==> config.mk <==
export PLATFORM = sky130hd
export DESIGN_NAME = dm_arbiter_flat
export DESIGN_NICKNAME = d
export VERILOG_FILES = /design/src/rtl/dm_arbiter_pkg.sv /design/src/rtl/dm_arbiter_if.sv /design/src/rtl/dm_arb_pick.sv /design/src/rtl/dm_arbiter.sv /design/src/flat_wrapper.sv
export SDC_FILE = /design/constraint.sdc
export NUM_CORES = 1
export LEC_CHECK = 0
export BUFFER_PORTS_ARGS = -buffer_cell sky130_fd_sc_hd__buf_2
export CAP_MARGIN = 0
export CORE_MARGIN = 4
export CORE_UTILIZATION = 44
export CTS_BUF_LIST = sky130_fd_sc_hd__clkbuf_4
export DETAILED_ROUTE_END_ITERATION = 6
export PLACE_DENSITY = 0.9
export SETUP_SLACK_MARGIN = 0.4
export SYNTH_ARGS = -nofsm -noshare
export SYNTH_HDL_FRONTEND = slang
export SYNTH_HIERARCHICAL = 1
export SYNTH_SLANG_ARGS = --single-unit
==> constraint.sdc <==
create_clock -name Clock -period 2.79 [get_ports Clock]
set_clock_uncertainty 0.05 [all_clocks]
set_input_delay 0.279 -clock Clock [delete_from_list [all_inputs] [get_ports Clock]]
set_output_delay 0.279 -clock Clock [all_outputs]
set_load 0.01 [all_outputs]
==> src/rtl/dm_arbiter_pkg.sv <==
// Shared CPU-side types and widths used by the data-memory arbiter.
package CPU_package;

   localparam int ADDRESS_WIDTH = 8;
   localparam int DATA_WIDTH    = 16;

   // State records which port, if any, was granted at the last edge.
   typedef enum logic [1:0] {ARB_IDLE, ARB_G0, ARB_G1} arb_state_t;

   localparam int ARB_PORTS = 2;

endpackage

==> src/rtl/dm_arbiter_if.sv <==
// Request/response bus between the two requesters, dm_arbiter and Data_Memory.
interface dm_arbiter_if
   import CPU_package::*;
#(
   parameter int ADDR_W = ADDRESS_WIDTH,
   parameter int DATA_W = DATA_WIDTH
);

   logic              P0_Req;
   logic              P0_Write;
   logic [ADDR_W-1:0] P0_Address;
   logic [DATA_W-1:0] P0_Wdata;
   logic              P0_Ack;
   logic              P0_Rvalid;
   logic [DATA_W-1:0] P0_Rdata;

   logic              P1_Req;
   logic              P1_Write;
   logic [ADDR_W-1:0] P1_Address;
   logic [DATA_W-1:0] P1_Wdata;
   logic              P1_Ack;
   logic              P1_Rvalid;
   logic [DATA_W-1:0] P1_Rdata;

   logic [ADDR_W-1:0] Mem_Address;
   logic              Mem_Write_Enable;
   logic [DATA_W-1:0] Mem_Wdata;
   logic              Mem_Read_Enable;
   logic [DATA_W-1:0] Mem_Rdata;

   // The arbiter side sees requests and memory read data as inputs.
   modport slave (
      input  P0_Req, P0_Write, P0_Address, P0_Wdata,
      input  P1_Req, P1_Write, P1_Address, P1_Wdata,
      input  Mem_Rdata,
      output P0_Ack, P0_Rvalid, P0_Rdata,
      output P1_Ack, P1_Rvalid, P1_Rdata,
      output Mem_Address, Mem_Write_Enable, Mem_Wdata, Mem_Read_Enable
   );

   modport master (
      output P0_Req, P0_Write, P0_Address, P0_Wdata,
      output P1_Req, P1_Write, P1_Address, P1_Wdata,
      output Mem_Rdata,
      input  P0_Ack, P0_Rvalid, P0_Rdata,
      input  P1_Ack, P1_Rvalid, P1_Rdata,
      input  Mem_Address, Mem_Write_Enable, Mem_Wdata, Mem_Read_Enable
   );

endinterface

==> src/rtl/dm_arb_pick.sv <==
// Combinational 2-way grant picker; round-robin when DM_ARB_RR_EN is defined,
// otherwise fixed priority to port 0.
module dm_arb_pick
   import CPU_package::*;
(
   input  logic [ARB_PORTS-1:0] req,
   input  logic [ARB_PORTS-1:0] busy,
`ifdef DM_ARB_RR_EN
   input  logic                 ptr,
`endif
   output logic [ARB_PORTS-1:0] grant
);

   logic [ARB_PORTS-1:0] elig;

   assign elig = req & ~busy;

   // A port granted at the last edge is masked so a held request is not served twice.
   always_comb begin
      grant = '0;
`ifdef DM_ARB_RR_EN
      if (elig == 2'b11) begin
         grant = ptr ? 2'b10 : 2'b01;
      end else begin
         grant = elig;
      end
`else
      grant[0] = elig[0];
      grant[1] = elig[1] & ~elig[0];
`endif
   end

endmodule

==> src/rtl/dm_arbiter.sv <==
// Two-port arbiter/sequencer in front of Data_Memory with registered memory controls
// and read-data routing. Optional round-robin arbitration via DM_ARB_RR_EN.
module dm_arbiter
   import CPU_package::*;
#(
   parameter int ADDR_W = ADDRESS_WIDTH,
   parameter int DATA_W = DATA_WIDTH
) (
   input  logic        Clock,
   input  logic        Reset_n,
   dm_arbiter_if.slave bus
);

   arb_state_t           state_q;
   arb_state_t           state_d;
   logic [ARB_PORTS-1:0] busy;
   logic [ARB_PORTS-1:0] grant;

   logic                 sel_write;
   logic [ADDR_W-1:0]    sel_addr;
   logic [DATA_W-1:0]    sel_wdata;

   logic [ADDR_W-1:0]    mem_addr_q;
   logic [DATA_W-1:0]    mem_wdata_q;
   logic                 mem_we_q;
   logic                 mem_re_q;
   logic                 owner_q;
   logic                 rvalid_pend_q;
   logic                 p0_rvalid_q;
   logic                 p1_rvalid_q;

`ifdef DM_ARB_RR_EN
   logic                 rr_ptr_q;
`endif

   assign busy = {state_q == ARB_G1, state_q == ARB_G0};

   dm_arb_pick u_pick (
      .req   ({bus.P1_Req, bus.P0_Req}),
      .busy  (busy),
`ifdef DM_ARB_RR_EN
      .ptr   (rr_ptr_q),
`endif
      .grant (grant)
   );

   // Next grant state and the request fields to be launched toward memory.
   always_comb begin
      state_d   = ARB_IDLE;
      sel_write = 1'b0;
      sel_addr  = '0;
      sel_wdata = '0;
      if (grant[0]) begin
         state_d   = ARB_G0;
         sel_write = bus.P0_Write;
         sel_addr  = bus.P0_Address;
         sel_wdata = bus.P0_Wdata;
      end else if (grant[1]) begin
         state_d   = ARB_G1;
         sel_write = bus.P1_Write;
         sel_addr  = bus.P1_Address;
         sel_wdata = bus.P1_Wdata;
      end
   end

   always_ff @(posedge Clock or negedge Reset_n) begin
      if (!Reset_n) begin
         state_q       <= ARB_IDLE;
         mem_addr_q    <= '0;
         mem_wdata_q   <= '0;
         mem_we_q      <= 1'b0;
         mem_re_q      <= 1'b0;
         owner_q       <= 1'b0;
         rvalid_pend_q <= 1'b0;
         p0_rvalid_q   <= 1'b0;
         p1_rvalid_q   <= 1'b0;
`ifdef DM_ARB_RR_EN
         rr_ptr_q      <= 1'b0;
`endif
      end else begin
         state_q <= state_d;
         if (state_d != ARB_IDLE) begin
            mem_addr_q  <= sel_addr;
            mem_wdata_q <= sel_wdata;
            mem_we_q    <= sel_write;
            mem_re_q    <= ~sel_write;
         end else begin
            mem_we_q <= 1'b0;
            mem_re_q <= 1'b0;
         end
         if ((state_d != ARB_IDLE) && !sel_write) begin
            owner_q <= grant[1];
         end
         // Owner is still the old value here, so back-to-back reads route correctly.
         rvalid_pend_q <= (state_d != ARB_IDLE) && !sel_write;
         p0_rvalid_q   <= rvalid_pend_q && !owner_q;
         p1_rvalid_q   <= rvalid_pend_q && owner_q;
`ifdef DM_ARB_RR_EN
         if (grant != '0) begin
            rr_ptr_q <= grant[0];
         end
`endif
      end
   end

   assign bus.P0_Ack           = (state_q == ARB_G0);
   assign bus.P1_Ack           = (state_q == ARB_G1);
   assign bus.P0_Rvalid        = p0_rvalid_q;
   assign bus.P1_Rvalid        = p1_rvalid_q;
   assign bus.P0_Rdata         = bus.Mem_Rdata;
   assign bus.P1_Rdata         = bus.Mem_Rdata;
   assign bus.Mem_Address      = mem_addr_q;
   assign bus.Mem_Wdata        = mem_wdata_q;
   assign bus.Mem_Write_Enable = mem_we_q;
   assign bus.Mem_Read_Enable  = mem_re_q;

endmodule

==> src/flat_wrapper.sv <==
// flat-port wrapper written by rule: the top's interface ports become plain ports
module dm_arbiter_flat import CPU_package::*;
#(
   parameter int ADDR_W = ADDRESS_WIDTH,
   parameter int DATA_W = DATA_WIDTH
)
  (Clock, Reset_n, bus_P0_Req, bus_P0_Write, bus_P0_Address, bus_P0_Wdata, bus_P1_Req, bus_P1_Write, bus_P1_Address, bus_P1_Wdata, bus_Mem_Rdata, bus_P0_Ack, bus_P0_Rvalid, bus_P0_Rdata, bus_P1_Ack, bus_P1_Rvalid, bus_P1_Rdata, bus_Mem_Address, bus_Mem_Write_Enable, bus_Mem_Wdata, bus_Mem_Read_Enable);
  dm_arbiter_if #(.ADDR_W(ADDR_W), .DATA_W(DATA_W)) bus_i ();
  input  logic Clock;
  input  logic Reset_n;
  input wire logic [$bits(bus_i.P0_Req)-1:0] bus_P0_Req;
  input wire logic [$bits(bus_i.P0_Write)-1:0] bus_P0_Write;
  input wire logic [$bits(bus_i.P0_Address)-1:0] bus_P0_Address;
  input wire logic [$bits(bus_i.P0_Wdata)-1:0] bus_P0_Wdata;
  input wire logic [$bits(bus_i.P1_Req)-1:0] bus_P1_Req;
  input wire logic [$bits(bus_i.P1_Write)-1:0] bus_P1_Write;
  input wire logic [$bits(bus_i.P1_Address)-1:0] bus_P1_Address;
  input wire logic [$bits(bus_i.P1_Wdata)-1:0] bus_P1_Wdata;
  input wire logic [$bits(bus_i.Mem_Rdata)-1:0] bus_Mem_Rdata;
  output wire logic [$bits(bus_i.P0_Ack)-1:0] bus_P0_Ack;
  output wire logic [$bits(bus_i.P0_Rvalid)-1:0] bus_P0_Rvalid;
  output wire logic [$bits(bus_i.P0_Rdata)-1:0] bus_P0_Rdata;
  output wire logic [$bits(bus_i.P1_Ack)-1:0] bus_P1_Ack;
  output wire logic [$bits(bus_i.P1_Rvalid)-1:0] bus_P1_Rvalid;
  output wire logic [$bits(bus_i.P1_Rdata)-1:0] bus_P1_Rdata;
  output wire logic [$bits(bus_i.Mem_Address)-1:0] bus_Mem_Address;
  output wire logic [$bits(bus_i.Mem_Write_Enable)-1:0] bus_Mem_Write_Enable;
  output wire logic [$bits(bus_i.Mem_Wdata)-1:0] bus_Mem_Wdata;
  output wire logic [$bits(bus_i.Mem_Read_Enable)-1:0] bus_Mem_Read_Enable;
  assign bus_i.P0_Req = bus_P0_Req;
  assign bus_i.P0_Write = bus_P0_Write;
  assign bus_i.P0_Address = bus_P0_Address;
  assign bus_i.P0_Wdata = bus_P0_Wdata;
  assign bus_i.P1_Req = bus_P1_Req;
  assign bus_i.P1_Write = bus_P1_Write;
  assign bus_i.P1_Address = bus_P1_Address;
  assign bus_i.P1_Wdata = bus_P1_Wdata;
  assign bus_i.Mem_Rdata = bus_Mem_Rdata;
  assign bus_P0_Ack = bus_i.P0_Ack;
  assign bus_P0_Rvalid = bus_i.P0_Rvalid;
  assign bus_P0_Rdata = bus_i.P0_Rdata;
  assign bus_P1_Ack = bus_i.P1_Ack;
  assign bus_P1_Rvalid = bus_i.P1_Rvalid;
  assign bus_P1_Rdata = bus_i.P1_Rdata;
  assign bus_Mem_Address = bus_i.Mem_Address;
  assign bus_Mem_Write_Enable = bus_i.Mem_Write_Enable;
  assign bus_Mem_Wdata = bus_i.Mem_Wdata;
  assign bus_Mem_Read_Enable = bus_i.Mem_Read_Enable;
  dm_arbiter #(.ADDR_W(ADDR_W), .DATA_W(DATA_W)) u_core (.Clock(Clock), .Reset_n(Reset_n), .bus(bus_i));
endmodule
* Yosys cells after proc, flatten, opt, wreduce, memory -nomap -nowiden *
Index checks and enable logic that the tools add are counted.

operators by class
  shifts and indexed selects = 0
  $lt $le $gt $ge = 0
  equality and inequality tests = 2
  multipliers = 0
  add/sub/neg operators = 0
  reduce and logical (&&, ||, !) cells = 6
  div/mod/pow operators = 0
  muxes and demuxes = 10
  bitwise logic cells = 5

operators with widths
  cell                                                  count
  two-way mux 16 bit                                    2
  two-way mux 8 bit                                     2
  two-way mux 1 bit                                     4
  two-way mux 2 bit                                     2
  logical AND 1 bit                                     3
  bitwise AND 2 bit                                     1
  equality test 2 x 1 -> 1 bit (second input constant)  1
  equality test 2 bit (second input constant)           1
  zero test 1 bit                                       2
  inverter 1 bit                                        2
  inverter 2 bit                                        1
  nonzero test 2 bit                                    1
  bitwise AND 1 bit                                     1

storage, ports and cells
  bits of input ports = 70
  memories = 0
  bits in writable memories = 0
  word-level logic and storage cells = 32
  bits in registers = 32
  latch bits = 0
  memory bits (read-only) = 0

* Logic depth before layout (Yosys ltp) *
Gate-level depths: netlist (run 1).

  depth in word-level cells = 9
  mapped depth = 7
  mapped depth without buffers = 6

* Cells and area by module *
The synthesis (run 1) kept the hierarchy.

by module, submodules not included
  module       area an instance (um2)  cells an instance  instances
  dm_arbiter   1629.1                  155                1
  dm_arb_pick  26.3                    2                  1

* Least setup slack after synthesis (run 1) *
Ideal clock, no wire load.

  path kind = reg2reg
  start = register u_core.state_q[1]
  end = register u_core.mem_addr_q[0], in the netlist u_core/bus.Mem_Address[0]
  slack = 1154 ps
  arrival time = 1454 ps
  setup time = 132 ps
  cell stages (with the launch flop) = 8
  path buffers = 2
  period minus slack after synthesis = 1636 ps
  required time = 2608 ps
  path through = dfrtp_1 nor2b_1 nor2b_4 nor3b_2 buf_6 buf_12 mux2i_1 o21ai_1

between the ends
  word-level cells in the longest chain between the ends = 8

RTL lines
  element                           line                text
  start: declaration                dm_arbiter.sv:14    arb_state_t state_q;
  start signal: assignment          dm_arbiter.sv:81    state_q <= state_d;
  equality test 2 x 1 -> 1 bit (*)  n/a
  net bus_P0_Ack                    flat_wrapper.sv:20  output wire logic [$bits(bus_i.P0_Ack)-1:0] bus_P0_Ack;
  inverter 2 bit (*)                dm_arb_pick.sv:16   assign elig = req & ~busy;
  bitwise AND 2 bit (*)             dm_arb_pick.sv:16
  net u_core.grant[0]               dm_arbiter.sv:17    logic [ARB_PORTS-1:0] grant;
  inverter 1 bit (*)                dm_arb_pick.sv:29   grant[1] = elig[1] & ~elig[0];
  bitwise AND 1 bit (*)             dm_arb_pick.sv:29
  net u_core.grant[1]               dm_arbiter.sv:17
  two-way mux 2 bit                 dm_arbiter.sv:58    end else if (grant[1]) begin
  two-way mux 2 bit                 dm_arbiter.sv:53    if (grant[0]) begin
  nonzero test 2 bit                dm_arbiter.sv:82    if (state_d != ARB_IDLE) begin
  end signal: assignment            dm_arbiter.sv:83    mem_addr_q <= sel_addr;
  end: declaration                  dm_arbiter.sv:23    logic [ADDR_W-1:0] mem_addr_q;

The timed path passes the listed nets; every way through them passes the cells marked *.
A chain may end at the register's enable or synchronous reset.

* Worst setup path after layout (run 1) *
  start = register u_core.state_q[1]
  end = register u_core.mem_wdata_q[15], in the netlist u_core/bus.Mem_Wdata[15]

between the ends
  word-level cells in the longest chain between the ends = 8

RTL lines
  element                           line               text
  equality test 2 x 1 -> 1 bit (*)  dm_arbiter.sv:36   assign busy = {state_q == ARB_G1, state_q == ARB_G0};
  inverter 2 bit (*)                dm_arb_pick.sv:16
  bitwise AND 2 bit (*)             dm_arb_pick.sv:16
  net u_core.grant[0]               dm_arbiter.sv:17
  inverter 1 bit (*)                dm_arb_pick.sv:29
  bitwise AND 1 bit (*)             dm_arb_pick.sv:29
  net u_core.grant[1]               dm_arbiter.sv:17
  two-way mux 2 bit                 dm_arbiter.sv:58
  two-way mux 2 bit                 dm_arbiter.sv:53
  nonzero test 2 bit                dm_arbiter.sv:82
  end signal: assignment            dm_arbiter.sv:84   mem_wdata_q <= sel_wdata;
  end: declaration                  dm_arbiter.sv:24   logic [DATA_W-1:0] mem_wdata_q;

Marks and branches as above.

==> flow_summary.yaml, run 1 <==
cts:
  cts-root-buf: "clkbuf_4"
  tritoncts: "done"
  clockBufferDepth: 2
  cts_setup_buffers: 0
  numCtsBuffers: 5
  hold_buffers: 1
  clk_latency_ns: 0.31
  h-tree-depth: 2
  post_cts_resized: 0
  cts.clk_slew.worst_paths_ns: 0.09
  cts_sinks: 31
drt:
  drt.antenna.violating_nets: 0
  wl_microns: 3430
  drcViolationCount: 0
  wl_per_cell_microns: 13.3
  drt_iter0_drc: 60
  drt_first_pass_iters: 4
  vias: 1222
  drt-vias-per-instance: 4.74
synth:
  yosys.area_share.simple_pct: 9.30
  synth_top_family_by_area: "buffers and inverters"
  ys_async_sr_fraction_pct: 100
  yosys.area.top_type: "dfrtp_1"
  synth-xor-area-share_pct: 0
  seq_area_frac_synth_pct: 46.9
  yosysUniqueCellTypes: 17
  ys_ff_latch: 31
  synth.area.top_cells: "dfrtp_1, mux2i_1, buf_4"
  syn_area_sq_um: 1660
  synth-compound-area-share_pct: 8.62
  synthMuxAreaShare_pct: 15.1
  synth_edf_count: 0
  synth_top_cell_area_share_pct: 46.9
  syn_area_per_cell_sq_um: 10.5
  yosysWarnings: 6
  synth_commonest_cells: "buf_4, dfrtp_1, mux2i_1"
  synth_most_common_cell: "buf_4"
  ys.flop_type: "dfrtp_1"
  mappedNetlistNets: 227
  synthAdderAreaFrac_pct: 0
  synth_cells: 157
critical_path:
  crit_chain: "nor2b_1, nor2b_4, nor3b_4, buf_4, mux2i_1, o21ai_1"
  crit_buf_inv: 1
  r2r-start: "u_core/state_q[1]"
  critPathLaunchType: "register"
  ff2ff_path_depth: 6
  critPathRequiredTime_ns: 2.94
  worstPathMaxFanout: 26
  worstReg2RegEnd: "u_core/bus.Mem_Wdata[15]"
  worstSetupEndpointType: "register"
  path_delay_family: "simple AND/OR/NAND/NOR gates"
  crit_arrival_ns: 2.08
  critPathSlowestCell: "buf_4"
  critPathKind: "reg2reg"
  cpPeakStageDelay_ns: 0.40
  cp-startpoint: "u_core/state_q[1]"
  r2r_slack_ns: 0.86
floorplanning:
  dieArea_sq_um: 4810
  die_x_microns: 69.3
  io_pins: 132
  start_util_pct: 45.2
  core_sq_um: 3660
  die_h_microns: 69.3
  rows: 22
placement:
  hpwl_microns: 2580
  port_buffers: 83
  routabilityCongestion: 0.732
hold_path:
  hold_depth: 3
  worstHoldPathType: "in2reg"
  min_from: "bus_P0_Wdata[14]"
  holdPathEnd: "u_core/bus.Mem_Wdata[14]"
timing:
  max_clock_freq_mhz: 519
  min_period_ns: 1.93
  grt_setup_unrepaired: "false"
  finalSetupViolCount: 0
  max-slew-margin-rel_pct: 55.5
  period_share_pct: 69.1
  slew_violations: 0
  hold_viol: 0
  finalSetupTns_ns: 0
  worst_pin_slew_ns: 0.667
power_and_ir_drop:
  ir_worst_vdd_uv: 194
  p_leak_nw: 0.988
  power.total_w: 0.00110
  p_per_area_nw_per_um2: 582
final_layout:
  antenna_cells: 0
  syn_to_final_growth_pct: 14.2
  final_nets: 279
  nFillCells: 342
  layout-drive-gt1-share_pct: 45.7
run_status:
  status: "completed"
global_routing:
  grt_overflow_total: 0
  antenna_found_initial: 0
  track_usage_pct: 14.9
  grt_pass1_wl_microns: 5660
  grt_max_degree: 32
  grt_pass1_vias: 1261
flow_run:
  cap_violations: 0
cell usage in the layout (no fill, tap or decap), types with 2 or more instances in the layout:
master    count
mux2i_1      25
nand2b_1      2
o21ai_0       6
a22o_1        2
dfrtp_1      31
o21ai_1      19
buf_2        83
clkbuf_4      7
buf_4         2
nand2_1      24
nor2b_1       3
flip-flops by register name, summed over array words and instances (netlist names):
name,count
u_core/bus.Mem_Address,8
u_core/bus.Mem_Wdata,16
u_core/state_q,2
u_core/bus.Mem_Read_Enable,1
u_core/bus.P1_Rvalid,1
u_core/owner_q,1
u_core/bus.P0_Rvalid,1
u_core/bus.Mem_Write_Enable,1
area by class of cell:
class	count	area, sq um	share of cell area [%]
Clock inverter	1	5.00	0.265
Clock buffer	7	52.6	2.78
Timing Repair Buffer	86	440	23.3
Multi-Input combinational cell	84	553	29.3
Sequential cell	31	776	41.0
Tap cell	48	60.1	3.18
Inverter	1	3.75	0.199
tightest hold or removal path: cells and delay by family:
family	cells	cell delay (ns)
AOI/OAI and AO/OA	1	0.06
buffers and inverters	1	0.07
and+or+nand+nor	1	0.03
metal layers:
layer	global-route usage [%]	vias up	routed length, microns
li1	-	595	-
met1	16.0	553	1320
met2	25.0	58	1630
met3	5.07	16	328
met4	9.33	0	146
met5	0	-	0
worst max-delay path by stage:
stage | depth (start not counted) | slack, ns | endpoint
after floorplan | 7 | 1.15 | u_core/bus.Mem_Address[0]
after global routing | 6 | 0.69 | u_core/bus.Mem_Wdata[15]
final | 6 | 0.86 | u_core/bus.Mem_Wdata[15]
after CTS | 6 | 0.82 | u_core/bus.Mem_Wdata[15]
after detailed placement | 7 | 0.83 | u_core/bus.Mem_Write_Enable
after global placement | 7 | 0.93 | u_core/bus.Mem_Write_Enable
power by group:
| part | leakage (nW) | switching, W | internal, W |
|---|---|---|---|
| Clock | 0.0361 | 0.000144 | 0.000118 |
| Combinational | 0.570 | 0.000152 | 0.000137 |
| Sequential | 0.381 | 0.0000322 | 0.000518 |
through the flow:
stage          cells  util [%]  hold WS (ns)  area, sq um  setup WS (ns)
2_1_floorplan    157         -       -0.0666         1660           1.15
4_1_cts          258      51.6        0.0986         1890          0.824
5_1_grt          258      51.6         0.111         1890          0.693
3_3_place_gp     249      49.8         0.296         1820          0.928
6_report         258      51.6         0.115         1890          0.862
3_5_place_dp     249      49.8         0.309         1820          0.828
cell families after synthesis:
family / count (synthesis)
buffers and inverters: 42
DFF: 31
and+or+nand+nor: 32
AOI/OAI and AO/OA: 27
muxes: 25
No activity file was read; power rests on OpenSTA's default activity.
==> run 2: changes to the inputs <==
Settings changed: CORE_UTILIZATION 44 to 40, PLACE_DENSITY 0.9 to 0.83.
Clock period 2.79 ns to 2 ns, I/O delays scaled along.
==> flow_summary.yaml, run 2 (synthesized netlist as in run 1, its figures left out) <==
run_status:
  status: "completed"
global_routing:
  grt_max_degree: 32
  grt_pass1_wl_microns: 5810
  track_usage_pct: 14.4
  antenna_found_initial: 0
  grt_pass1_vias: 1233
  grt_overflow_total: 0
final_layout:
  syn_to_final_growth_pct: 21.6
  final_nets: 286
  antenna_cells: 0
  final_common_cell: "buf_2"
  fin_util_pct: 50.3
  nFillCells: 383
  final_cell_mix: "buf_2, dfrtp_1, nand2_1"
  layout-drive-gt1-share_pct: 48.4
  largest_reg_flops: 16
timing:
  min_period_ns: 1.60
  whs_ns: 0.0307
  grt_setup_unrepaired: "true"
  max-slew-margin-rel_pct: 54.3
  worst_pin_slew_ns: 0.685
  period_share_pct: 80.0
  fin_ws_ns: 0.399
  finalSetupViolCount: 0
  max_clock_freq_mhz: 625
  slew_violations: 0
  hold_viol: 0
  finalSetupTns_ns: 0
drt:
  drt_first_pass_iters: 4
  vias: 1238
  drt-vias-per-instance: 4.64
  wl_per_cell_microns: 14.6
  drt.antenna.violating_nets: 0
  drcViolationCount: 0
  drt_iter0_drc: 31
  wl_microns: 3900
power_and_ir_drop:
  ir_worst_vdd_uv: 303
  p_per_area_nw_per_um2: 782
  p_leak_nw: 1.04
critical_path:
  crit_buf_inv: 2
  worstSetupEndpointType: "register"
  cpPeakStageDelay_ns: 0.39
  critPathKind: "reg2reg"
  crit_chain: "nor2b_2, nor2b_4, nor3b_4, buf_4, clkbuf_16, mux2i_1, o21ai_1"
  r2r-start: "u_core/state_q[1]"
  crit_arrival_ns: 1.75
  critPathRequiredTime_ns: 2.15
  critPathSlowestCell: "dfrtp_1"
  critPathLaunchType: "register"
  worstPathMaxFanout: 6
  cp-startpoint: "u_core/state_q[1]"
  path_delay_family: "simple AND/OR/NAND/NOR gates"
floorplanning:
  start_util_pct: 41.4
  rows: 23
  dieArea_sq_um: 5230
  io_pins: 132
  core_sq_um: 4000
  die_x_microns: 72.3
  die_h_microns: 72.3
flow_run:
  cap_violations: 0
cts:
  cts-root-buf: "clkbuf_4"
  clockBufferDepth: 2
  cts.clk_slew.worst_paths_ns: 0.09
  clk_latency_ns: 0.32
  numCtsBuffers: 5
  cts_sinks: 31
  tritoncts: "done"
  h-tree-depth: 2
placement:
  place_ws_ns: 0.413
  port_buffers: 83
  hpwl_microns: 2680
  routabilityCongestion: 0.654
hold_path:
  worstHoldPathType: "in2reg"
  min_from: "bus_P0_Wdata[6]"
-- run 2: final cells by class --
type                       instances  area [sq um]  area share [%]
clock inverter                     2          7.51           0.373
multi-input combinational         84           571            28.3
inverter                           1          3.75           0.186
clock buffer                       6          45.0            2.24
sequential                        31           776            38.5
tap                               50          62.6            3.11
timing repair buffer              93           548            27.2
-- run 2: worst paths after layout --
kind                                              to  slack, ns  cells after the start
max                         u_core/bus.Mem_Wdata[10]       0.40                      7
min                          u_core/bus.Mem_Wdata[6]       0.03                      3
max reg2reg                 u_core/bus.Mem_Wdata[10]       0.40                      7
min reg2reg                     u_core/bus.P0_Rvalid       0.41                      1
max in group asynchronous  u_core/bus.Mem_Address[4]       1.06                      2
min in group asynchronous   u_core/bus.Mem_Wdata[11]       0.40                      2
-- run 2: worst reg2reg max path, cell delays in order (launching register included) --
cell and delay [ns]:
dfrtp_1 0.39, nor2b_2 0.17, nor2b_4 0.07, nor3b_4 0.20
buf_4 0.17, clkbuf_16 0.16, mux2i_1 0.18, o21ai_1 0.08
-- run 2: power by group --
part	leakage (nW)	total, W	internal [W]	switching (W)
registers	0.381	0.000770	0.000722	0.0000476
clock network	0.0307	0.000346	0.000144	0.000202
logic	0.629	0.000458	0.000229	0.000229
-- run 2: per-layer routing --
metal  track usage (%)  vias to the layer above  wire length (microns)
li1                  -                      610                      -
met1              16.4                      549                   1480
met2              22.6                       54                   1870
met3              4.57                       25                    372
met4              10.6                        0                    173
met5                 0                        -                      0
-- run 2: repair_timing --
| item | in CTS | in global routing |
|---|---|---|
| resized for setup | 0 | 4 |
| buffers inserted | 0 | 3 |
| endpoints found under the hold margin | 31 | 0 |
| hold buffers | 1 | 0 |
| endpoints found under the setup margin | 0 | 25 |
-- run 2: through the flow --
| step | power [W] | instances | area, sq um |
|---|---|---|---|
| 2_1_floorplan | 0.00109 | 157 | 1660 |
| 3_3_place_gp | 0.00119 | 252 | 1850 |
| 3_5_place_dp | 0.00120 | 252 | 1850 |
| 5_1_grt | 0.00169 | 267 | 2010 |
| 6_report | 0.00157 | 267 | 2010 |
| 4_1_cts | 0.00156 | 261 | 1910 |
